File: config.mk
export PLATFORM = sky130hd
export DESIGN_NAME = rc_scan_scheduler_flat
export DESIGN_NICKNAME = d
export VERILOG_FILES = /design/src/rtl/rc_scan_scheduler_pkg.sv /design/src/rtl/rc_scan_scheduler_if.sv /design/src/rtl/rc_scan_scheduler_us_tick.sv /design/src/rtl/rc_scan_scheduler.sv /design/src/flat_wrapper.sv
export SDC_FILE = /design/constraint.sdc
export NUM_CORES = 1
export LEC_CHECK = 0
export ABC_AREA = 1
export BUFFER_PORTS_ARGS = -buffer_cell sky130_fd_sc_hd__buf_2
export CAP_MARGIN = 20
export CORE_UTILIZATION = 35
export DETAILED_ROUTE_END_ITERATION = 10
export GPL_ROUTABILITY_DRIVEN = 0
export PLACE_DENSITY = 0.49
export SKIP_CTS_REPAIR_TIMING = 1
export SYNTH_ARGS = -nofsm -noshare
export SYNTH_HDL_FRONTEND = slang
export SYNTH_HIERARCHICAL = 1
export SYNTH_SLANG_ARGS = --single-unit
export TNS_END_PERCENT = 1
File: constraint.sdc
create_clock -name clk -period 4.9 [get_ports clk]
set_clock_uncertainty 0.1 [all_clocks]
set_input_delay 0.245 -clock clk [delete_from_list [all_inputs] [get_ports clk]]
set_output_delay 0.245 -clock clk [all_outputs]
set_load 0.03 [all_outputs]
File: src/rtl/rc_scan_scheduler_pkg.sv
// Shared RC-input constants, scheduler state and result encodings.
// Latency: n/a (declarations only).
// Backpressure: n/a.
package rc_pkg;

    // Scheduler FSM states
    localparam logic [1:0] ST_ARM   = 2'd0;
    localparam logic [1:0] ST_RISE  = 2'd1;
    localparam logic [1:0] ST_MEAS  = 2'd2;
    localparam logic [1:0] ST_STORE = 2'd3;

    // Outcome of one channel visit, consumed in ST_STORE
    localparam logic [1:0] RES_OK      = 2'd0;
    localparam logic [1:0] RES_LOST    = 2'd1;
    localparam logic [1:0] RES_DISCARD = 2'd2;

    // Standard RC servo pulse limits, shared with the command-mapping logic
    localparam int RC_MIN_US    = 800;
    localparam int RC_MAX_US    = 2200;
    localparam int RC_CENTER_US = 1500;

    // Round-robin successor of v in 0..n-1
    function automatic int unsigned wrap_inc(input int unsigned v, input int unsigned n);
        return (v + 1 >= n) ? 0 : v + 1;
    endfunction

endpackage

File: src/rtl/rc_scan_scheduler_if.sv
// Bundle of RC scan scheduler pins: raw inputs, readback port, flags, update strobe.
// Latency: n/a (wires only).
// Backpressure: none; all signals are free-running.
// Ports: pulse_in (raw RC pins), rd_addr/rd_data/rd_valid (readback),
//        lost (per-channel flags), upd_stb/upd_ch (result-written strobe).
interface rc_scan_scheduler_if #(
    parameter int NCH   = 4,
    parameter int LEN_W = 12
);
    localparam int AW = (NCH > 1) ? $clog2(NCH) : 1;

    logic [NCH-1:0]   pulse_in;
    logic [AW-1:0]    rd_addr;
    logic [LEN_W-1:0] rd_data;
    logic             rd_valid;
    logic [NCH-1:0]   lost;
    logic             upd_stb;
    logic [AW-1:0]    upd_ch;

    // Host side: drives the pins and read address, observes results
    modport master (
        output pulse_in, rd_addr,
        input  rd_data, rd_valid, lost, upd_stb, upd_ch
    );

    // Scheduler side
    modport slave (
        input  pulse_in, rd_addr,
        output rd_data, rd_valid, lost, upd_stb, upd_ch
    );
endinterface

File: src/rtl/rc_scan_scheduler_us_tick.sv
// Microsecond prescaler: one-cycle tick every PREDIV clk cycles.
// Latency: first tick PREDIV cycles after restart is released.
// Backpressure: none; restart synchronously zeroes the phase and suppresses the tick.
// Ports: clk, reset (async high), restart (sync phase reset), tick (1-cycle pulse).
module rc_us_tick #(
    parameter int PREDIV = 50
) (
    input  logic clk,
    input  logic reset,
    input  logic restart,
    output logic tick
);
    localparam int CW = (PREDIV > 1) ? $clog2(PREDIV) : 1;

    logic [CW-1:0] cnt_q, cnt_d;
    logic          at_end;

    always_comb begin
        at_end = (cnt_q == CW'(PREDIV - 1));
        tick   = at_end && !restart;
        if (restart || at_end) begin
            cnt_d = '0;
        end else begin
            cnt_d = cnt_q + CW'(1);
        end
    end

    always_ff @(posedge clk or posedge reset) begin
        if (reset) begin
            cnt_q <= '0;
        end else begin
            cnt_q <= cnt_d;
        end
    end
endmodule

File: src/rtl/rc_scan_scheduler.sv
// Round-robin pulse-width measurement of NCH RC inputs with one shared us counter.
// Latency: readback 1 cycle from rd_addr; upd_stb 1 cycle after the store state.
// Backpressure: none; results overwrite the bank, lost/invalid flagged per channel.
// Ports: clk, reset (async high), bus (slave modport of rc_scan_scheduler_if).
module rc_scan_scheduler
    import rc_pkg::*;
#(
    parameter int NCH        = 4,
    parameter int PREDIV     = 50,
    parameter int LEN_W      = 12,
    parameter int MIN_US     = RC_MIN_US,
    parameter int MAX_US     = RC_MAX_US,
    parameter int TIMEOUT_US = 25000
) (
    input  logic                clk,
    input  logic                reset,
    rc_scan_scheduler_if.slave  bus
);
    localparam int AW = (NCH > 1) ? $clog2(NCH) : 1;
    localparam int TW = $clog2(TIMEOUT_US + 1);

    logic [NCH-1:0]   sync1_q, sync1_d, sync2_q, sync2_d;
    logic [1:0]       state_q, state_d;
    logic [1:0]       res_q, res_d;
    logic [AW-1:0]    ch_q, ch_d;
    logic [TW-1:0]    to_cnt_q, to_cnt_d;
    logic [LEN_W-1:0] len_cnt_q, len_cnt_d;
    logic [LEN_W-1:0] bank_q [NCH];
    logic [LEN_W-1:0] bank_d [NCH];
    logic [NCH-1:0]   valid_q, valid_d, lost_q, lost_d;
    logic             upd_stb_q, upd_stb_d;
    logic [AW-1:0]    upd_ch_q, upd_ch_d;
    logic [LEN_W-1:0] rd_data_q, rd_data_d;
    logic             rd_valid_q, rd_valid_d;

    logic             sel_lvl;
    logic             tick;
    logic             restart;
    logic             to_hit;
    logic             addr_ok;
    logic [TW-1:0]    to_inc;
    logic [LEN_W-1:0] len_fin;

    rc_us_tick #(.PREDIV(PREDIV)) u_tick (
        .clk     (clk),
        .reset   (reset),
        .restart (restart),
        .tick    (tick)
    );

    // Out-of-range read addresses only exist when NCH is not a power of two
    generate
        if ((1 << AW) == NCH) begin : g_addr_full
            assign addr_ok = 1'b1;
        end else begin : g_addr_part
            assign addr_ok = (bus.rd_addr < AW'(NCH));
        end
    endgenerate

    // Only the selected channel's synchronised level matters; since ARM
    // guarantees a low level before RISE, a high level in RISE is a rising
    // edge and a low level in MEAS is a falling edge.
    assign sel_lvl = sync2_q[ch_q];

    always_comb begin
        sync1_d    = bus.pulse_in;
        sync2_d    = sync1_q;
        state_d    = state_q;
        res_d      = res_q;
        ch_d       = ch_q;
        to_cnt_d   = to_cnt_q;
        len_cnt_d  = len_cnt_q;
        bank_d     = bank_q;
        valid_d    = valid_q;
        lost_d     = lost_q;
        upd_stb_d  = 1'b0;
        upd_ch_d   = upd_ch_q;
        restart    = 1'b0;

        to_inc  = (tick && (to_cnt_q != '1)) ? to_cnt_q + TW'(1) : to_cnt_q;
        // >= so a timeout coinciding with the ARM->RISE step still fires in RISE
        to_hit  = tick && (to_cnt_q >= TW'(TIMEOUT_US - 1));
        // The tick landing on the falling-edge cycle still belongs to the pulse
        len_fin = (tick && (len_cnt_q != '1)) ? len_cnt_q + LEN_W'(1) : len_cnt_q;

        case (state_q)
            ST_ARM: begin
                to_cnt_d = to_inc;
                if (!sel_lvl) begin
                    state_d = ST_RISE;
                end else if (to_hit) begin
                    res_d   = RES_LOST;
                    state_d = ST_STORE;
                end
            end
            ST_RISE: begin
                if (sel_lvl) begin
                    restart   = 1'b1;
                    len_cnt_d = '0;
                    state_d   = ST_MEAS;
                end else if (to_hit) begin
                    res_d   = RES_LOST;
                    state_d = ST_STORE;
                end else begin
                    to_cnt_d = to_inc;
                end
            end
            ST_MEAS: begin
                if (!sel_lvl) begin
                    len_cnt_d = len_fin;
                    res_d     = ((len_fin >= LEN_W'(MIN_US)) && (len_fin <= LEN_W'(MAX_US)))
                              ? RES_OK : RES_DISCARD;
                    state_d   = ST_STORE;
                end else if (tick) begin
                    // Reaching MAX_US+1 ends the visit, so the count never wraps
                    if (len_cnt_q == LEN_W'(MAX_US)) begin
                        res_d   = RES_LOST;
                        state_d = ST_STORE;
                    end else begin
                        len_cnt_d = len_cnt_q + LEN_W'(1);
                    end
                end
            end
            ST_STORE: begin
                case (res_q)
                    RES_OK: begin
                        bank_d[ch_q]  = len_cnt_q;
                        valid_d[ch_q] = 1'b1;
                        lost_d[ch_q]  = 1'b0;
                        upd_stb_d     = 1'b1;
                        upd_ch_d      = ch_q;
                    end
                    RES_LOST: begin
                        valid_d[ch_q] = 1'b0;
                        lost_d[ch_q]  = 1'b1;
                    end
                    default: ;
                endcase
                ch_d     = AW'(wrap_inc(32'(ch_q), NCH));
                to_cnt_d = '0;
                restart  = 1'b1;
                state_d  = ST_ARM;
            end
            default: state_d = ST_ARM;
        endcase

        // Reads the pre-write bank, so a same-cycle write shows up one cycle later
        rd_data_d  = addr_ok ? bank_q[bus.rd_addr]  : '0;
        rd_valid_d = addr_ok ? valid_q[bus.rd_addr] : 1'b0;
    end

    always_ff @(posedge clk or posedge reset) begin
        if (reset) begin
            sync1_q    <= '0;
            sync2_q    <= '0;
            state_q    <= ST_ARM;
            res_q      <= RES_DISCARD;
            ch_q       <= '0;
            to_cnt_q   <= '0;
            len_cnt_q  <= '0;
            for (int i = 0; i < NCH; i++) begin
                bank_q[i] <= '0;
            end
            valid_q    <= '0;
            lost_q     <= '0;
            upd_stb_q  <= 1'b0;
            upd_ch_q   <= '0;
            rd_data_q  <= '0;
            rd_valid_q <= 1'b0;
        end else begin
            sync1_q    <= sync1_d;
            sync2_q    <= sync2_d;
            state_q    <= state_d;
            res_q      <= res_d;
            ch_q       <= ch_d;
            to_cnt_q   <= to_cnt_d;
            len_cnt_q  <= len_cnt_d;
            bank_q     <= bank_d;
            valid_q    <= valid_d;
            lost_q     <= lost_d;
            upd_stb_q  <= upd_stb_d;
            upd_ch_q   <= upd_ch_d;
            rd_data_q  <= rd_data_d;
            rd_valid_q <= rd_valid_d;
        end
    end

    assign bus.rd_data  = rd_data_q;
    assign bus.rd_valid = rd_valid_q;
    assign bus.lost     = lost_q;
    assign bus.upd_stb  = upd_stb_q;
    assign bus.upd_ch   = upd_ch_q;
endmodule

File: src/flat_wrapper.sv
// flat-port wrapper written by rule: the top's interface ports become plain ports
module rc_scan_scheduler_flat import rc_pkg::*;
#(
    parameter int NCH        = 4,
    parameter int PREDIV     = 50,
    parameter int LEN_W      = 12,
    parameter int MIN_US     = RC_MIN_US,
    parameter int MAX_US     = RC_MAX_US,
    parameter int TIMEOUT_US = 25000
)
  (clk, reset, bus_pulse_in, bus_rd_addr, bus_rd_data, bus_rd_valid, bus_lost, bus_upd_stb, bus_upd_ch);
  rc_scan_scheduler_if #(.NCH(NCH), .LEN_W(LEN_W)) bus_i ();
  input  logic clk;
  input  logic reset;
  input wire logic [$bits(bus_i.pulse_in)-1:0] bus_pulse_in;
  input wire logic [$bits(bus_i.rd_addr)-1:0] bus_rd_addr;
  output wire logic [$bits(bus_i.rd_data)-1:0] bus_rd_data;
  output wire logic [$bits(bus_i.rd_valid)-1:0] bus_rd_valid;
  output wire logic [$bits(bus_i.lost)-1:0] bus_lost;
  output wire logic [$bits(bus_i.upd_stb)-1:0] bus_upd_stb;
  output wire logic [$bits(bus_i.upd_ch)-1:0] bus_upd_ch;
  assign bus_i.pulse_in = bus_pulse_in;
  assign bus_i.rd_addr = bus_rd_addr;
  assign bus_rd_data = bus_i.rd_data;
  assign bus_rd_valid = bus_i.rd_valid;
  assign bus_lost = bus_i.lost;
  assign bus_upd_stb = bus_i.upd_stb;
  assign bus_upd_ch = bus_i.upd_ch;
  rc_scan_scheduler #(.NCH(NCH), .PREDIV(PREDIV), .LEN_W(LEN_W), .MIN_US(MIN_US), .MAX_US(MAX_US), .TIMEOUT_US(TIMEOUT_US)) u_core (.clk(clk), .reset(reset), .bus(bus_i));
endmodule
# --- Word level (Yosys, flattened, before mapping) ---
# Index checks and enable logic that the tools add are counted.
# W data, S select, Z words.
word_totals:
  out_inout_bits: 20
  in_bits: 8
  wordCells: 120
  reg_bits: 119
op_classes:
  n_lt_le_gt_ge: 10
  eq_ne: 15
  reduce_logical: 21
  n_mux: 45
  addsub: 4
  bitwise_logic: 7
ops:
  columns: ["op", "n"]
  rows:
  - ["$mux W12", 8]
  - ["$bwmux W48", 1]
  - ["$mux W15", 3]
  - ["$pmux W15 S3", 1]
  - ["$mux W2", 14]
  - ["$bmux W12 S2", 1]
  - ["$demux W12 S2", 1]
  - ["$pmux W12 S2", 1]
  - ["$pmux W4 S2", 2]
  - ["$add A15 B1 Y15 const B", 1]
  - ["$ge A15 B15 Y1 const B", 1]
  - ["$ne A15 B15 Y1 const B", 1]
  - ["$add A12 B1 Y12 const B", 1]
  - ["$eq A12 B12 Y1 const B", 1]
  - ["$ge A12 B10 Y1 const B", 1]
  - ["$le A12 B12 Y1 const B", 1]
  - ["$ne A12 B12 Y1 const B", 1]
  - ["$ge A3 B3 Y1 const B", 3]
  - ["$ne A3 B3 Y1 const B", 3]
  - ["$and A4 B4 Y4", 2]
  - ["$or A4 B4 Y4", 2]
  - ["$pmux W2 S4", 1]
  - ["$logic_and A1 B1 Y1", 7]
  - ["$add A6 B1 Y6 const B", 1]
  - ["other kinds (26)", 43]

# --- Depth between registers and ports, before layout ---
logic_depth:
  word_depth: 13
  ltp_mapped: 19
  mapped_depth_nobuf: 18

# --- Hierarchy ---
# Netlist, hierarchy kept.
modules_own_cells:
  columns: ["mod", "cells_each", "seq_area_each_um2", "area_each_um2", "instances"]
  rows:
  - ["rc_scan_scheduler", 673, 2829.0, 5472.7, 1]
  - ["rc_us_tick", 34, 150.1, 325.3, 1]

# --- Worst setup path after synthesis ---
# Ideal clock, no wire load.
synth_path:
  path_kind: "reg-to-reg"
  startpoint: "register u_core.ch_q[0]"
  endpoint: "register u_core.to_cnt_q[4]"
  arrival_ns: 2.027
  setup_ns: 0.126
  stages_incl_launch_ff: 16
  path_buffers: 2
  setup_slack_ns: 2.647
  required_ns: 4.674
  synth_period_minus_slack_ns: 2.253
  cell_sequence: "dfrtp_1 -> inv_2 -> nand2_1 -> nand3_1 -> nand2_2 -> inv_2 -> nand2_1 -> nand2_1 -> nor2_1 -> clkbuf_1 -> nand3_1 -> nand2_1 -> nand3_1 -> buf_4 -> nand2_1 -> o21ai_0"
synth_between:
  elab_chain_cells: 11
  elab_cells_between_ends: 15
  cone_classes: "eq/ne (2); mux (8); reduce/logical (5)"
synth_rtl:
  columns: ["element", "line_no", "rtl"]
  rows:
  - ["from (decl)", "rc_scan_scheduler.sv:25", "logic [AW-1:0] ch_q, ch_d;"]
  - ["from (signal assigned)", "rc_scan_scheduler.sv:175", "ch_q <= ch_d;"]
  - ["$bmux W1 S2 (*)", "rc_scan_scheduler.sv:63", "assign sel_lvl = sync2_q[ch_q];"]
  - ["$mux W1 (implied by the code) (*)", "rc_scan_scheduler.sv:63", null]
  - ["$mux W1 (*)", "rc_scan_scheduler.sv:97", "if (sel_lvl) begin"]
  - ["$pmux W1 S2 (*)", "rc_scan_scheduler.sv:86", "case (state_q)"]
  - ["net u_core.restart", "rc_scan_scheduler.sv:38", "logic restart;"]
  - ["$logic_not A1 Y1 (*)", "rc_scan_scheduler_us_tick.sv:20", "tick = at_end && !restart;"]
  - ["$logic_and A1 B1 Y1 (*)", "rc_scan_scheduler_us_tick.sv:20", null]
  - ["net u_core.tick", "rc_scan_scheduler.sv:37", "logic tick;"]
  - ["$logic_and A1 B1 Y1", "rc_scan_scheduler.sv:80", "to_inc = (tick && (to_cnt_q != '1)) ? to_cnt_q + TW'(1) : to_cnt_q;"]
  - ["$mux W15", "rc_scan_scheduler.sv:80", null]
  - ["$mux W15", "rc_scan_scheduler.sv:101", "end else if (to_hit) begin"]
  - ["$mux W15", "rc_scan_scheduler.sv:97", null]
  - ["$pmux W15 S3", "rc_scan_scheduler.sv:86", null]
  - ["to (signal assigned)", "rc_scan_scheduler.sv:176", "to_cnt_q <= to_cnt_d;"]
  - ["to (decl)", "rc_scan_scheduler.sv:26", "logic [TW-1:0] to_cnt_q, to_cnt_d;"]
# The timed path passes the listed nets; every way through them passes the cells marked *. The select of a mux whose other input is x is not followed.
# A chain may end at the register's enable or synchronous reset.

# --- Worst setup path in the final report ---
layout_path:
  startpoint: "register u_core.ch_q[0]"
  endpoint: "register u_core.to_cnt_q[14]"
# The elaborated chain is that of the path after synthesis.

==> results.toml <==
[logic_synthesis]
synth_edf_count = 0
ys_types = 36
synth.top_cell.area_share = 0.509
netlist_area_sq_um = 5800
ys.flop_type = "dfrtp_1"
seq_area_frac_synth = 0.514
synth_seq_cells = 119
netlist_instances = 707
synth_warnings = 6
yosysTopAreaCell = "dfrtp_1"
ys_top_cells_by_count = "nand2_1 (176), dfrtp_1 (118), o21ai_0 (116)"
synth_area_leaders = "dfrtp_1 (51%), nand2_1 (11%), o21ai_0 (10%), nand3_1 (4.6%), nor2_1 (3.9%)"
avgSynthCellArea_sq_um = 8.20
yosysMostFrequentCell = "nand2_1"
ys_async_sr_fraction = 1.00
synthesis.nets = 724

[cts]
clkSinkCount = 119
numCtsBuffers = 17
cts.reportedPaths.clkPinSlew_ns = 0.06
htree_levels = 4
clk-insertion-delay-late_ns = 0.40
cts_tree = "built"
cts_buffer_depth = 2
cts_root_buffer = "clkbuf_16"

[timing]
layout_min_cycle_time_ns = 3.26
rsz0062_at_grt = "no"
maxSlewHeadroom = 0.357
fmax_mhz = 307
final_max_slew_viol_count = 0
finalSetupViolations = 0
final.setup.tns_ns = 0
max_slew.worst_pin.slew_ns = 0.962
hold_viol = 0
finalCritPeriodShare = 0.664

[worst_hold_path]
hold_depth = 3
min_to = "u_core/bus.rd_data[1]"
min_path_type = "in -> reg"
min_from = "bus_rd_addr[1]"

[route]
vias = 4774
vias_per_cell = 4.94
drtIter0Drc = 297
ant_nets = 0
dr.pass1.iters = 5
routed_wl_microns = 13400
drc = 0
wl_per_cell_microns = 13.9

[die]
die_area_sq_um = 17100
core_sq_um = 16000
die_w_microns = 131
initial_core_util = 0.362
num_rows = 46
io_pins = 28
die_h_microns = 131

[global_routing]
antenna_found_initial = 0
grt_pass1_wl_microns = 22900
overflow = 0
grt_pass1_vias = 4704
grtUsageTotal = 0.175
grt_start_max_net_pins = 83

[power_and_ir_drop]
leakage_nw = 3.14
p_total_mw = 3.72
vdd_drop_max_mv = 0.277
p_per_area_nw_per_um2 = 549

[setup_path]
cp.buffers_inverters = 3
r2r-start = "u_core/ch_q[0]"
cp.arrival_ns = 3.44
crit_required_ns = 5.09
crit_top_cell = "nand2_1"
end_kind = "flip-flop"
worstPathCellList = "inv_2 > nand2_1 > nand3_1 > nand2_2 > inv_2 > nand2_1 > nand2_1 > nor2_1 > buf_4 > nand3_1 > nand2_1 > nand3_1 > o21ai_0"
crit_slowest_cell = "nand3_1"
crit_path_max_incr_delay_ns = 0.68
rr_worst_depth = 13
cp_max_fo = 30
start_kind = "flip-flop"
path_class = "reg -> reg"
path_delay_family = "simple AND/OR/NAND/NOR gates"
ff2ff_setup_slack_ns = 1.64
crit_start = "u_core/ch_q[0]"
r2r_end = "u_core/to_cnt_q[14]"

[status]
status = "finished, final reports clean"

[placed_design]
portBuffers = 27
dpl.cell_count = 929
placed_cell_area_sq_um = 6100
hpwlAfterDp_microns = 8960

[finish]
drive_gt1_frac = 0.137
area_growth_pct = 16.7
antenna_cells = 0
finalNonFillerCells = 967
design_area_sq_um = 6770
nets = 755
fill_cells = 1662

[flow_run]
cap_violations = 0
==> layout make-up <==
| cell class | count | area, sq um | area share |
|---|---|---|---|
| Sequential cell | 119 | 2980 | 0.440 |
| Multi-Input combinational cell | 505 | 2480 | 0.366 |
| Clock buffer | 23 | 458 | 0.0677 |
| Tap cell | 216 | 270 | 0.0399 |
| Timing Repair Buffer | 35 | 228 | 0.0336 |
| Inverter | 60 | 228 | 0.0336 |
| Clock inverter | 9 | 128 | 0.0189 |
==> metal layers <==
layer  share of wire  GRT usage  vias up
met5               0          0        -
met4           0.014     0.0683        0
met3           0.032     0.0436       14
met2            0.48      0.292       81
met1            0.47      0.218     2278
li1                -          -     2401
==> layout by cell type (no fill, tap or decap), types with 2 or more instances in the layout <==
master,Yosys,final
nand2_1,176,176
dfrtp_1,118,118
o21ai_0,116,116
nor2_1,61,61
nand3_1,53,53
inv_1,47,46
buf_2,6,27
clkbuf_16,0,17
o22ai_1,15,15
inv_2,12,12
nand4_1,11,11
ha_1,9,9
nand2_2,8,8
or2_2,8,8
a21oi_1,7,7
clkbuf_1,13,5
dlygate4sd3_1,0,5
xor2_1,5,5
nor2_2,5,5
clkinv_2,0,4
o21a_1,4,4
bufinv_16,0,3
nor2_4,3,3
nor3_1,3,3
o21ai_1,3,3
nand3_2,3,3
clkinv_4,0,2
nand2_4,2,2
a31oi_1,2,2
nor4_1,2,2
xnor2_1,2,2
o211ai_1,2,2
buf_4,3,2
==> worst register-to-register path, cell delays in order (launching register included) <==
cell	delay, ns
dfrtp_1	0.44
inv_2	0.10
nand2_1	0.07
nand3_1	0.07
nand2_2	0.29
inv_2	0.20
nand2_1	0.16
nand2_1	0.10
nor2_1	0.13
buf_4	0.19
nand3_1	0.09
nand2_1	0.06
nand3_1	0.68
o21ai_0	0.46
==> power breakdown <==
group          total [mW]  internal [mW]  switching (mW)
Combinational        1.07          0.324           0.748
Sequential           1.41           1.23           0.175
Clock                1.24          0.811           0.427
==> metrics by stage <==
step | hold WS (ns) | util | setup WS, ns
2_1_floorplan | -0.0640 | - | 1.57
3_3_place_gp | 0.110 | 0.382 | 1.84
3_5_place_dp | 0.114 | 0.382 | 1.62
4_1_cts | -0.323 | 0.418 | 1.60
5_1_grt | 0.183 | 0.423 | 1.16
6_report | 0.169 | 0.423 | 1.64
==> flip-flops by register name (all words and copies together) (netlist names), named ones only <==
register and cells:
u_core/bus.upd_stb 1, u_core/sync1_q 4, u_core/u_tick/cnt_q 6, u_core/ch_q 2
u_core/bus.rd_data 12, u_core/bus.upd_ch 2, u_core/state_q 2, u_core/bank_q 48
u_core/bus.rd_valid 1, u_core/res_q 2, u_core/to_cnt_q 15, u_core/sync2_q 4
u_core/len_cnt_q 12
==> cells by family (layout without fill, tap and decap cells) <==
kind of cell,after synthesis,after routing,share of synthesized area
flip-flops,119,119,0.514
XOR/XNOR,7,7,0.0106
AND/OR/NAND/NOR,339,339,0.260
buffers and inverters,83,127,0.0589
AO/OA/AOI/OAI,150,150,0.137
adder cells (fa/ha/maj),9,9,0.0194
==> how the worst max path moves through the flow <==
stage / to / slack [ns] / cells after the start
floorplan: async pin / 1.57 / 1
global placement: u_core/to_cnt_q[9] / 1.84 / 13
detailed placement: u_core/to_cnt_q[2] / 1.62 / 13
CTS: u_core/to_cnt_q[2] / 1.60 / 13
global route: u_core/to_cnt_q[2] / 1.16 / 13
finish: u_core/to_cnt_q[14] / 1.64 / 13
No activity file was read; power rests on OpenSTA's default activity.
